==> config.mk <==
export PLATFORM = sky130hd
export DESIGN_NAME = mem_initiator_flat
export DESIGN_NICKNAME = d
export VERILOG_FILES = /design/src/rtl/mem_initiator_pkg.sv /design/src/rtl/mem_initiator_if.sv /design/src/rtl/mem_initiator.sv /design/src/flat_wrapper.sv
export SDC_FILE = /design/constraint.sdc
export NUM_CORES = 1
export LEC_CHECK = 0
export CAP_MARGIN = 0
export CORE_MARGIN = 3
export CORE_UTILIZATION = 42
export DETAILED_ROUTE_END_ITERATION = 12
export PLACE_DENSITY = 0.82
export SYNTH_ARGS = -nofsm -noshare
export SYNTH_HDL_FRONTEND = slang
export SYNTH_SLANG_ARGS = --single-unit
==> constraint.sdc <==
create_clock -name clk -period 1.55 [get_ports clk]
set_input_delay 0.2325 -clock clk [delete_from_list [all_inputs] [get_ports clk]]
set_output_delay 0.2325 -clock clk [all_outputs]
set_load 0.02 [all_outputs]
==> src/rtl/mem_initiator_pkg.sv <==
// Shared definitions for the unified-memory initiator: FSM state encoding,
// word-index constants and the request-to-response latencies (counted in
// cycles after the accept edge, i.e. the first RESP cycle is cycle N).
package mem_init_pkg;

    typedef enum logic [2:0] {
        S_IDLE    = 3'd0,
        S_RD_ADDR = 3'd1,
        S_RD_DATA = 3'd2,
        S_WR      = 3'd3,
        S_RESP    = 3'd4
    } state_t;

    localparam logic WORD0 = 1'b0;
    localparam logic WORD1 = 1'b1;

    localparam int LAT_LOAD     = 3;
    localparam int LAT_LOAD_DW  = 5;
    localparam int LAT_STORE    = 2;
    localparam int LAT_STORE_DW = 3;
    localparam int LAT_FAULT    = 1;

endpackage

==> src/rtl/mem_initiator_if.sv <==
// Core-side request/response handshake bundle for the memory initiator.
// master = the core issuing requests, slave = the initiator serving them.
interface mem_initiator_if #(
    parameter int DATA_WIDTH = 16,
    parameter int ADDR_WIDTH = 16
);
    logic                      req_valid;
    logic                      req_ready;
    logic                      req_we;
    logic                      req_dword;
    logic [ADDR_WIDTH-1:0]     req_addr;
    logic [2*DATA_WIDTH-1:0]   req_wdata;
    logic                      rsp_valid;
    logic                      rsp_ready;
    logic [2*DATA_WIDTH-1:0]   rsp_rdata;
    logic                      rsp_err;

    modport master (
        output req_valid, req_we, req_dword, req_addr, req_wdata, rsp_ready,
        input  req_ready, rsp_valid, rsp_rdata, rsp_err
    );

    modport slave (
        input  req_valid, req_we, req_dword, req_addr, req_wdata, rsp_ready,
        output req_ready, rsp_valid, rsp_rdata, rsp_err
    );
endinterface

==> src/rtl/mem_initiator.sv <==
// Bus-side initiator for the single-port unified memory. Sequences one or two
// word loads/stores against a memory that registers its address on posedge and
// drives read data on negedge, then holds the response until the core takes it.
// Optional feature macro: MEM_INIT_BOUNDS_EN (address range check against
// ADDR_LIMIT; faulting requests skip memory and answer with rsp_err=1).
module mem_initiator
    import mem_init_pkg::*;
#(
    parameter int                    DATA_WIDTH = 16,
    parameter int                    ADDR_WIDTH = 16,
    parameter logic [ADDR_WIDTH-1:0] ADDR_LIMIT = 16'hFFFF
) (
    input  logic                  clk,
    input  logic                  rst,
    mem_initiator_if.slave        bus,
    output logic [ADDR_WIDTH-1:0] mem_addr,
    output logic [DATA_WIDTH-1:0] mem_data,
    output logic                  mem_w,
    output logic                  mem_r,
    input  logic [DATA_WIDTH-1:0] mem_q
);

`ifdef MEM_INIT_BOUNDS_EN
    localparam bit BOUNDS_EN = 1'b1;
`else
    localparam bit BOUNDS_EN = 1'b0;
`endif

    localparam logic [ADDR_WIDTH-1:0] ADDR_ONE = 1;

    state_t                  state_q, state_d;
    logic                    idx_q, idx_d;
    logic                    we_q, we_d;
    logic                    dword_q, dword_d;
    logic [ADDR_WIDTH-1:0]   addr_q, addr_d;
    logic [2*DATA_WIDTH-1:0] wdata_q, wdata_d;
    logic [2*DATA_WIDTH-1:0] rdata_q, rdata_d;
    logic                    err_q, err_d;
    logic [ADDR_WIDTH-1:0]   mem_addr_q, mem_addr_d;
    logic [DATA_WIDTH-1:0]   mem_data_q, mem_data_d;
    logic                    mem_w_q, mem_w_d;
    logic                    mem_r_q, mem_r_d;

    logic [ADDR_WIDTH-1:0]   req_addr_p1;
    logic                    req_fault;

    // Second word of a dword wraps modulo 2**ADDR_WIDTH; a wrap to 0 is in range.
    assign req_addr_p1 = bus.req_addr + ADDR_ONE;
    assign req_fault   = BOUNDS_EN &&
                         ((bus.req_addr > ADDR_LIMIT) ||
                          (bus.req_dword && (req_addr_p1 > ADDR_LIMIT)));

    // State register plus all latched request/response/memory-drive registers.
    always_ff @(posedge clk) begin
        if (rst) begin
            state_q    <= S_IDLE;
            idx_q      <= WORD0;
            we_q       <= 1'b0;
            dword_q    <= 1'b0;
            addr_q     <= '0;
            wdata_q    <= '0;
            rdata_q    <= '0;
            err_q      <= 1'b0;
            mem_addr_q <= '0;
            mem_data_q <= '0;
            mem_w_q    <= 1'b0;
            mem_r_q    <= 1'b0;
        end else begin
            state_q    <= state_d;
            idx_q      <= idx_d;
            we_q       <= we_d;
            dword_q    <= dword_d;
            addr_q     <= addr_d;
            wdata_q    <= wdata_d;
            rdata_q    <= rdata_d;
            err_q      <= err_d;
            mem_addr_q <= mem_addr_d;
            mem_data_q <= mem_data_d;
            mem_w_q    <= mem_w_d;
            mem_r_q    <= mem_r_d;
        end
    end

    // Next-state logic; memory strobes are computed for the state being entered
    // so they are registered and glitch-free during that state.
    always_comb begin
        state_d    = state_q;
        idx_d      = idx_q;
        we_d       = we_q;
        dword_d    = dword_q;
        addr_d     = addr_q;
        wdata_d    = wdata_q;
        rdata_d    = rdata_q;
        err_d      = err_q;
        mem_addr_d = mem_addr_q;
        mem_data_d = mem_data_q;
        mem_w_d    = 1'b0;
        mem_r_d    = 1'b0;

        unique case (state_q)
            S_IDLE: begin
                if (bus.req_valid) begin
                    we_d    = bus.req_we;
                    dword_d = bus.req_dword;
                    addr_d  = bus.req_addr;
                    wdata_d = bus.req_wdata;
                    idx_d   = WORD0;
                    rdata_d = '0;
                    err_d   = 1'b0;
                    if (req_fault) begin
                        err_d   = 1'b1;
                        state_d = S_RESP;
                    end else if (bus.req_we) begin
                        mem_w_d    = 1'b1;
                        mem_addr_d = bus.req_addr;
                        mem_data_d = bus.req_wdata[DATA_WIDTH-1:0];
                        state_d    = S_WR;
                    end else begin
                        mem_r_d    = 1'b1;
                        mem_addr_d = bus.req_addr;
                        state_d    = S_RD_ADDR;
                    end
                end
            end
            S_RD_ADDR: begin
                mem_r_d = 1'b1;
                state_d = S_RD_DATA;
            end
            S_RD_DATA: begin
                if (idx_q == WORD1) begin
                    rdata_d[2*DATA_WIDTH-1:DATA_WIDTH] = mem_q;
                end else begin
                    rdata_d[DATA_WIDTH-1:0] = mem_q;
                end
                if (dword_q && (idx_q == WORD0)) begin
                    idx_d      = WORD1;
                    mem_r_d    = 1'b1;
                    mem_addr_d = addr_q + ADDR_ONE;
                    state_d    = S_RD_ADDR;
                end else begin
                    state_d = S_RESP;
                end
            end
            S_WR: begin
                if (dword_q && (idx_q == WORD0)) begin
                    idx_d      = WORD1;
                    mem_w_d    = 1'b1;
                    mem_addr_d = addr_q + ADDR_ONE;
                    mem_data_d = wdata_q[2*DATA_WIDTH-1:DATA_WIDTH];
                end else begin
                    state_d = S_RESP;
                end
            end
            S_RESP: begin
                if (bus.rsp_ready) begin
                    state_d = S_IDLE;
                end
            end
            default: begin
                state_d = S_IDLE;
            end
        endcase
    end

    assign bus.req_ready = (state_q == S_IDLE);
    assign bus.rsp_valid = (state_q == S_RESP);
    assign bus.rsp_rdata = rdata_q;
    assign bus.rsp_err   = BOUNDS_EN ? err_q : 1'b0;

    // A store word must not reach memory on an edge where reset is asserted.
    assign mem_w    = mem_w_q & ~rst;
    assign mem_r    = mem_r_q;
    assign mem_addr = mem_addr_q;
    assign mem_data = mem_data_q;

    // we_q is only needed to remember the request kind across the sequence.
    logic unused_we;
    assign unused_we = we_q;

endmodule
==> src/flat_wrapper.sv <==
// flat-port wrapper written by rule: the top's interface ports become plain ports
module mem_initiator_flat import mem_init_pkg::*;
#(
    parameter int                    DATA_WIDTH = 16,
    parameter int                    ADDR_WIDTH = 16,
    parameter logic [ADDR_WIDTH-1:0] ADDR_LIMIT = 16'hFFFF
)
  (clk, rst, mem_addr, mem_data, mem_w, mem_r, mem_q, bus_req_valid, bus_req_we, bus_req_dword, bus_req_addr, bus_req_wdata, bus_rsp_ready, bus_req_ready, bus_rsp_valid, bus_rsp_rdata, bus_rsp_err);
  mem_initiator_if #(.DATA_WIDTH(DATA_WIDTH), .ADDR_WIDTH(ADDR_WIDTH)) bus_i ();
  input  logic clk;
  input  logic rst;
  output logic [ADDR_WIDTH-1:0] mem_addr;
  output logic [DATA_WIDTH-1:0] mem_data;
  output logic mem_w;
  output logic mem_r;
  input  logic [DATA_WIDTH-1:0] mem_q;
  input wire logic [$bits(bus_i.req_valid)-1:0] bus_req_valid;
  input wire logic [$bits(bus_i.req_we)-1:0] bus_req_we;
  input wire logic [$bits(bus_i.req_dword)-1:0] bus_req_dword;
  input wire logic [$bits(bus_i.req_addr)-1:0] bus_req_addr;
  input wire logic [$bits(bus_i.req_wdata)-1:0] bus_req_wdata;
  input wire logic [$bits(bus_i.rsp_ready)-1:0] bus_rsp_ready;
  output wire logic [$bits(bus_i.req_ready)-1:0] bus_req_ready;
  output wire logic [$bits(bus_i.rsp_valid)-1:0] bus_rsp_valid;
  output wire logic [$bits(bus_i.rsp_rdata)-1:0] bus_rsp_rdata;
  output wire logic [$bits(bus_i.rsp_err)-1:0] bus_rsp_err;
  assign bus_i.req_valid = bus_req_valid;
  assign bus_i.req_we = bus_req_we;
  assign bus_i.req_dword = bus_req_dword;
  assign bus_i.req_addr = bus_req_addr;
  assign bus_i.req_wdata = bus_req_wdata;
  assign bus_i.rsp_ready = bus_rsp_ready;
  assign bus_req_ready = bus_i.req_ready;
  assign bus_rsp_valid = bus_i.rsp_valid;
  assign bus_rsp_rdata = bus_i.rsp_rdata;
  assign bus_rsp_err = bus_i.rsp_err;
  mem_initiator #(.DATA_WIDTH(DATA_WIDTH), .ADDR_WIDTH(ADDR_WIDTH), .ADDR_LIMIT(ADDR_LIMIT)) u_core (.clk(clk), .rst(rst), .bus(bus_i), .mem_addr(mem_addr), .mem_data(mem_data), .mem_w(mem_w), .mem_r(mem_r), .mem_q(mem_q));
endmodule
# After elaboration in Yosys (flattened, before gate mapping)
# Cells that the tools add are included.
dict set report word_totals {
  regBits 119
  input_bits 70
  out_inout_bits 69
  wordCells 66
}
dict set report classes {
  add_sub_neg 1
  n_eq_ne 12
  muxes 27
  n_bitwise 3
  n_reduce_logical 12
}
# cell count
set ops {}
lappend ops {{$mux W16} 7}
lappend ops {{$pmux W16 S2} 2}
lappend ops {{$pmux W32 S2} 1}
lappend ops {{$mux W32} 1}
lappend ops {{$add A16 B1 Y16 const B} 1}
lappend ops {{$pmux W3 S5} 1}
lappend ops {{$mux W3} 4}
lappend ops {{$reduce_and A3 Y1} 4}
lappend ops {{$ne A2 B2 Y1 const B} 5}
lappend ops {{$mux W1} 7}
lappend ops {{$eq A3 B2 Y1 const B} 2}
lappend ops {{$ne A2 B1 Y1 const B} 3}
lappend ops {{$reduce_bool A2 Y1} 3}
lappend ops {{$pmux W1 S2} 2}
lappend ops {{$reduce_and A4 Y1} 1}
lappend ops {{$eq A3 B1 Y1 const B} 1}
lappend ops {{$eq A3 B3 Y1 const B} 1}
lappend ops {{$logic_not A3 Y1} 1}
lappend ops {{$pmux W1 S3} 1}
lappend ops {{$mux W2} 1}
lappend ops {{$not A1 Y1} 2}
lappend ops {{$reduce_and A2 Y1} 1}
lappend ops {{$reduce_or A2 Y1} 1}
lappend ops {{$and A1 B1 Y1} 1}
lappend ops {{$logic_and A1 B1 Y1} 1}

# Logic depth before layout (Yosys ltp)
dict set report logic_depth {
  word_depth 4
  ltp_mapped 7
  ltp_nobuf 6
}

# Worst setup path before layout
# No wires, ideal clock.
dict set report synth_timing {
  kind {register -> register}
  start {register u_core.state_q[0]}
  end {register u_core.mem_addr_q[0] (netlist: u_core.mem_addr[0])}
  setup_ps 132
  t_arrival_ps 1482
  required_time_ps 1418
  path_slack_ps -63
  stages_incl_launch_ff 7
  path_buffers 2
  synth_period_minus_slack_ps 1613
  path_cell_list {dfxtp_1 -> buf_4 -> or3b_1 -> a21o_1 -> clkbuf_1 -> a211oi_1 -> nor3_1}
}
dict set report synth_via {
  elab_chain_cells 4
  elab_cells_between_ends 9
  cone_classes {eq/ne: 4; mux: 1; reduce/logical: 4}
}
# element line_no
set synth_lines {}
lappend synth_lines {{from (decl)} mem_initiator.sv:31} ;# state_t state_q, state_d;
lappend synth_lines {{from (signal assigned)} mem_initiator.sv:69} ;# state_q <= state_d;
lappend synth_lines {{$eq A3 B2 Y1} mem_initiator.sv:100} ;# unique case (state_q)
lappend synth_lines {{$reduce_or A2 Y1 (no line)} --}
lappend synth_lines {{$ne A2 B1 Y1 (no line) or $reduce_bool A2 Y1 (tied branches)} --}
lappend synth_lines {{$reduce_and A3 Y1 (no line)} --}
lappend synth_lines {{to (signal assigned)} mem_initiator.sv:77} ;# mem_addr_q <= mem_addr_d;
lappend synth_lines {{to (decl)} mem_initiator.sv:39} ;# logic [ADDR_WIDTH-1:0] mem_addr_q, mem_addr_d;
# Several ways; a longest one is shown, not always the timed one.
# A chain may end at the register's enable or synchronous reset.

# Final worst setup path
dict set report layout_timing {
  start {register u_core.state_q[1]}
  end {register u_core.mem_addr_q[5] (netlist: u_core.mem_addr[5])}
}
# The elaborated chain is that of the path after synthesis.

==> run summary <==
Status: finished with violations
Failing checks: negative setup slack
XOR/XNOR Fraction of Synth Area: 2.87%
CTS tree: built
Fillers: 777
Post-layout min period: 1680 ps
Cell count after synthesis: 539
Critical path cell sequence: buf_6 > or3b_4 > a21o_4 > buf_12 > a211o_1 > a21oi_1
Final hold slack: 403 ps
Critical Path AT: 1970 ps
Core Util, Final: 69.0%
R2R setup slack: -130 ps
Initial antenna violation count: 0
Hpwl dp: 9.07 mm
CTS Root Cell: clkbuf_8
Synthesized flop and latch total: 103
Post-synth top flop: dfxtp_1
Row count: 36
Final wirelength: 14.7 mm
FF-to-FF path depth: 6
# nets final: 780
Clock transition at path regs: 110 ps
H-tree levels: 3
Peak supply drop: 0.000462 V
Clock Skew: 19.8 ps
Antenna-violating nets left: 0
Worst-skew pair later-pin latency: 360 ps
Via Count: 4686
Synthesized area: 0.00428 mm²
Final slew viol count: 0
Worst r2r src: u_core.state_q[1]$_SDFFE_PP0P_
I/O Pins: 139
Async set-reset flop share out of synthesis: 0%
First-pass GRT wire length: 22.0 mm
CP Class: flip-flop to flip-flop
Main combinational cell family by area after synthesis: simple AND/OR/NAND/NOR gates
Sequential area share after synthesis: 48.2%
# Max-Cap Violations: 0
Area Overhead vs Synth: 58.6%
CP Launch Type: flip-flop
Reg-to-reg endpoint: u_core.mem_addr[5]$_SDFFE_PP0P_
Critical Path RT: 1840 ps
Hold path depth: 3
Hold wc startpoint: bus_req_wdata[23]
Post-synthesis compound-gate area fraction: 17.6%
Initial DRT Pass Iterations: 5
CP Max Fanout: 11
Period utilisation layout: 108%
Ant diodes: 0
GR Util All Layers: 23.5%
Number of synthesized flops with an enable pin: 0
RSZ-0062 raised after global routing: true
Avg Inst Size Synth: 7.93 µm²
Core ar.: 0.00982 mm²
Yosys Warn Count: 0
Final WS setup: -130 ps
Synth Area in Simple Gates: 26.3%
Number of global-route vias before repair: 4537
Hold-fix buffers, CTS: 0
Hold Path Class: input port to flip-flop
GRT overflow: 0
I/O Buffers: 137
Post-Synth Adder-Cell Area: 0.293%
Vert. Die Dim: 107 µm
CP max stage delay: 380 ps
Crit-path slowest cell: or3b_4
WL/cell: 17.3 µm
Initial Util: 43.5%
Placer's final routability congestion estimate: 0.887
Peak Freq: 0.595 GHz
Multiplexer share of the synthesized area: 0%
Final Hold Viols: 0
Clock Path Buffers: 2
Commonest non-fill, non-tap cell in the layout: nand2_1
Synth unique cells: 43
Hold endpoint: u_core.wdata_q[23]$_SDFFE_PP0P_
Power per cell area: 914 mW/mm²
Setup TNS: -1410 ps
DRC errors left: 0
Static Leakage: 2.85 nW
Largest net degree at the start of global routing: 42
CP endpoint kind: flip-flop
Vias per cell: 5.54
Mapped Nets: 610
Clock Sinks: 103
CTS buffer count: 9
Final setup vio count: 24
Most frequent cells in the layout: 120 x nand2_1, 100 x dfxtp_1, 68 x clkdlybuf4s50_1, 59 x a21oi_1, 57 x dlygate4sd2_1
Initial DRC count: 336
Share of cells above drive strength 1: 20.8%
Die Area: 0.0114 mm²
Die W: 107 µm
[synth_stat cells, drive strengths merged (2+ instances only)]
master	number	area share [%]
a211o	2	0.41
clkbuf	25	2.2
xor2	5	1.0
and3	2	0.29
a311oi	17	3.5
o21ai	7	1.0
inv	2	0.18
xnor2	9	1.8
nor3	6	0.70
dfxtp	103	48
nand2	134	12
o22ai	5	0.73
nand3	52	6.1
a22oi	2	0.35
nand3b	3	0.53
nor2b	3	0.44
nand4	5	0.73
a21o	2	0.35
buf	16	2.3
nor3b	2	0.61
a21boi	5	0.88
nor2	39	3.4
a21oi	76	8.9
a211oi	3	0.53
nand2b	2	0.29
[flip-flops by register name, summed over array words and instances, names as in the netlist]
signal,flops
u_core.bus.rsp_rdata,32
u_core.addr_q,16
u_core.mem_addr,16
u_core.mem_data,16
u_core.wdata_q,16
u_core.state_q,3
u_core.dword_q,1
u_core.idx_q,1
u_core.mem_r,1
u_core.mem_w_q,1
[metal layers]
layer / vias up / track usage [%] / routed length (µm)
met5: - / 0 / 0
met4: 0 / 5.02 / 206
met3: 26 / 5.96 / 1110
met2: 207 / 41.5 / 7270
met1: 2256 / 28.9 / 6070
li1: 2197 / - / -
[power breakdown]
part,internal [W],total [W],switching (W)
clock,0.000605,0.00159,0.000980
combinational,0.000801,0.00167,0.000868
sequential,0.00281,0.00294,0.000124
total,0.00422,0.00619,0.00197
[how the worst max path moves through the flow]
stage / startpoint / end / slack (ps) / cells past startpoint
final: u_core.state_q[1]$_SDFFE_PP0P_ / u_core.mem_addr[5]$_SDFFE_PP0P_ / -130 / 6
after global routing: u_core.state_q[1]$_SDFFE_PP0P_ / u_core.mem_addr[5]$_SDFFE_PP0P_ / -180 / 7
after CTS: u_core.state_q[1]$_SDFFE_PP0P_ / u_core.mem_addr[5]$_SDFFE_PP0P_ / -130 / 6
after detailed placement: bus_req_valid / u_core.bus.rsp_rdata[28]$_SDFFE_PP0P_ / -650 / 5
after global placement: bus_req_valid / u_core.bus.rsp_rdata[25]$_SDFFE_PP0P_ / -460 / 5
after floorplan: u_core.state_q[0]$_SDFFE_PP0P_ / u_core.mem_data[3]$_SDFFE_PP0P_ / -20 / 7
[critical path, delay by kind of cell (launching register included)]
family | cells | cell delay [ps]
buffers and inverters | 2 | 260
AOI/OAI and AO/OA | 3 | 610
DFF | 1 | 370
and+or+nand+nor | 1 | 380
[layout make-up]
type	count	area, µm²	share of cell area (%)
Sequential cell	103	2070	30.6
Multi-Input combinational cell	395	2330	34.4
Timing Repair Buffer	198	2020	29.8
Inverter	2	7.51	0.111
Tap cell	133	166	2.45
Clock inverter	6	53.8	0.794
Clock buffer	9	124	1.83
[cell families (layout without fill, tap and decap cells)]
kind of cell	count (synthesis)	count (layout)
simple gates	254	254
xor+xnor	14	14
other cells	1	1
fa+ha+maj	1	1
compound gates	123	125
buf+inv	43	215
flops	103	103
[repair_timing]
item / CTS / global route
resized for setup: 105 / 74
pin swaps: 9 / 35
gates cloned: 6 / 3
setup buffers: 10 / 7
endpoints found under the setup margin: 126 / 90
[per-stage QoR]
step                      total power, W  setup WS, ps  instances  cell area, µm²
after floorplan                  0.00367         -15.2        539            4290
final                            0.00619          -130        846            6780
after global routing             0.00645          -184        846            6780
after detailed placement         0.00434          -653        807            5970
after global placement           0.00430          -463        807            5970
after CTS                        0.00600          -130        838            6370
No activity file was read; power rests on OpenSTA's default activity.
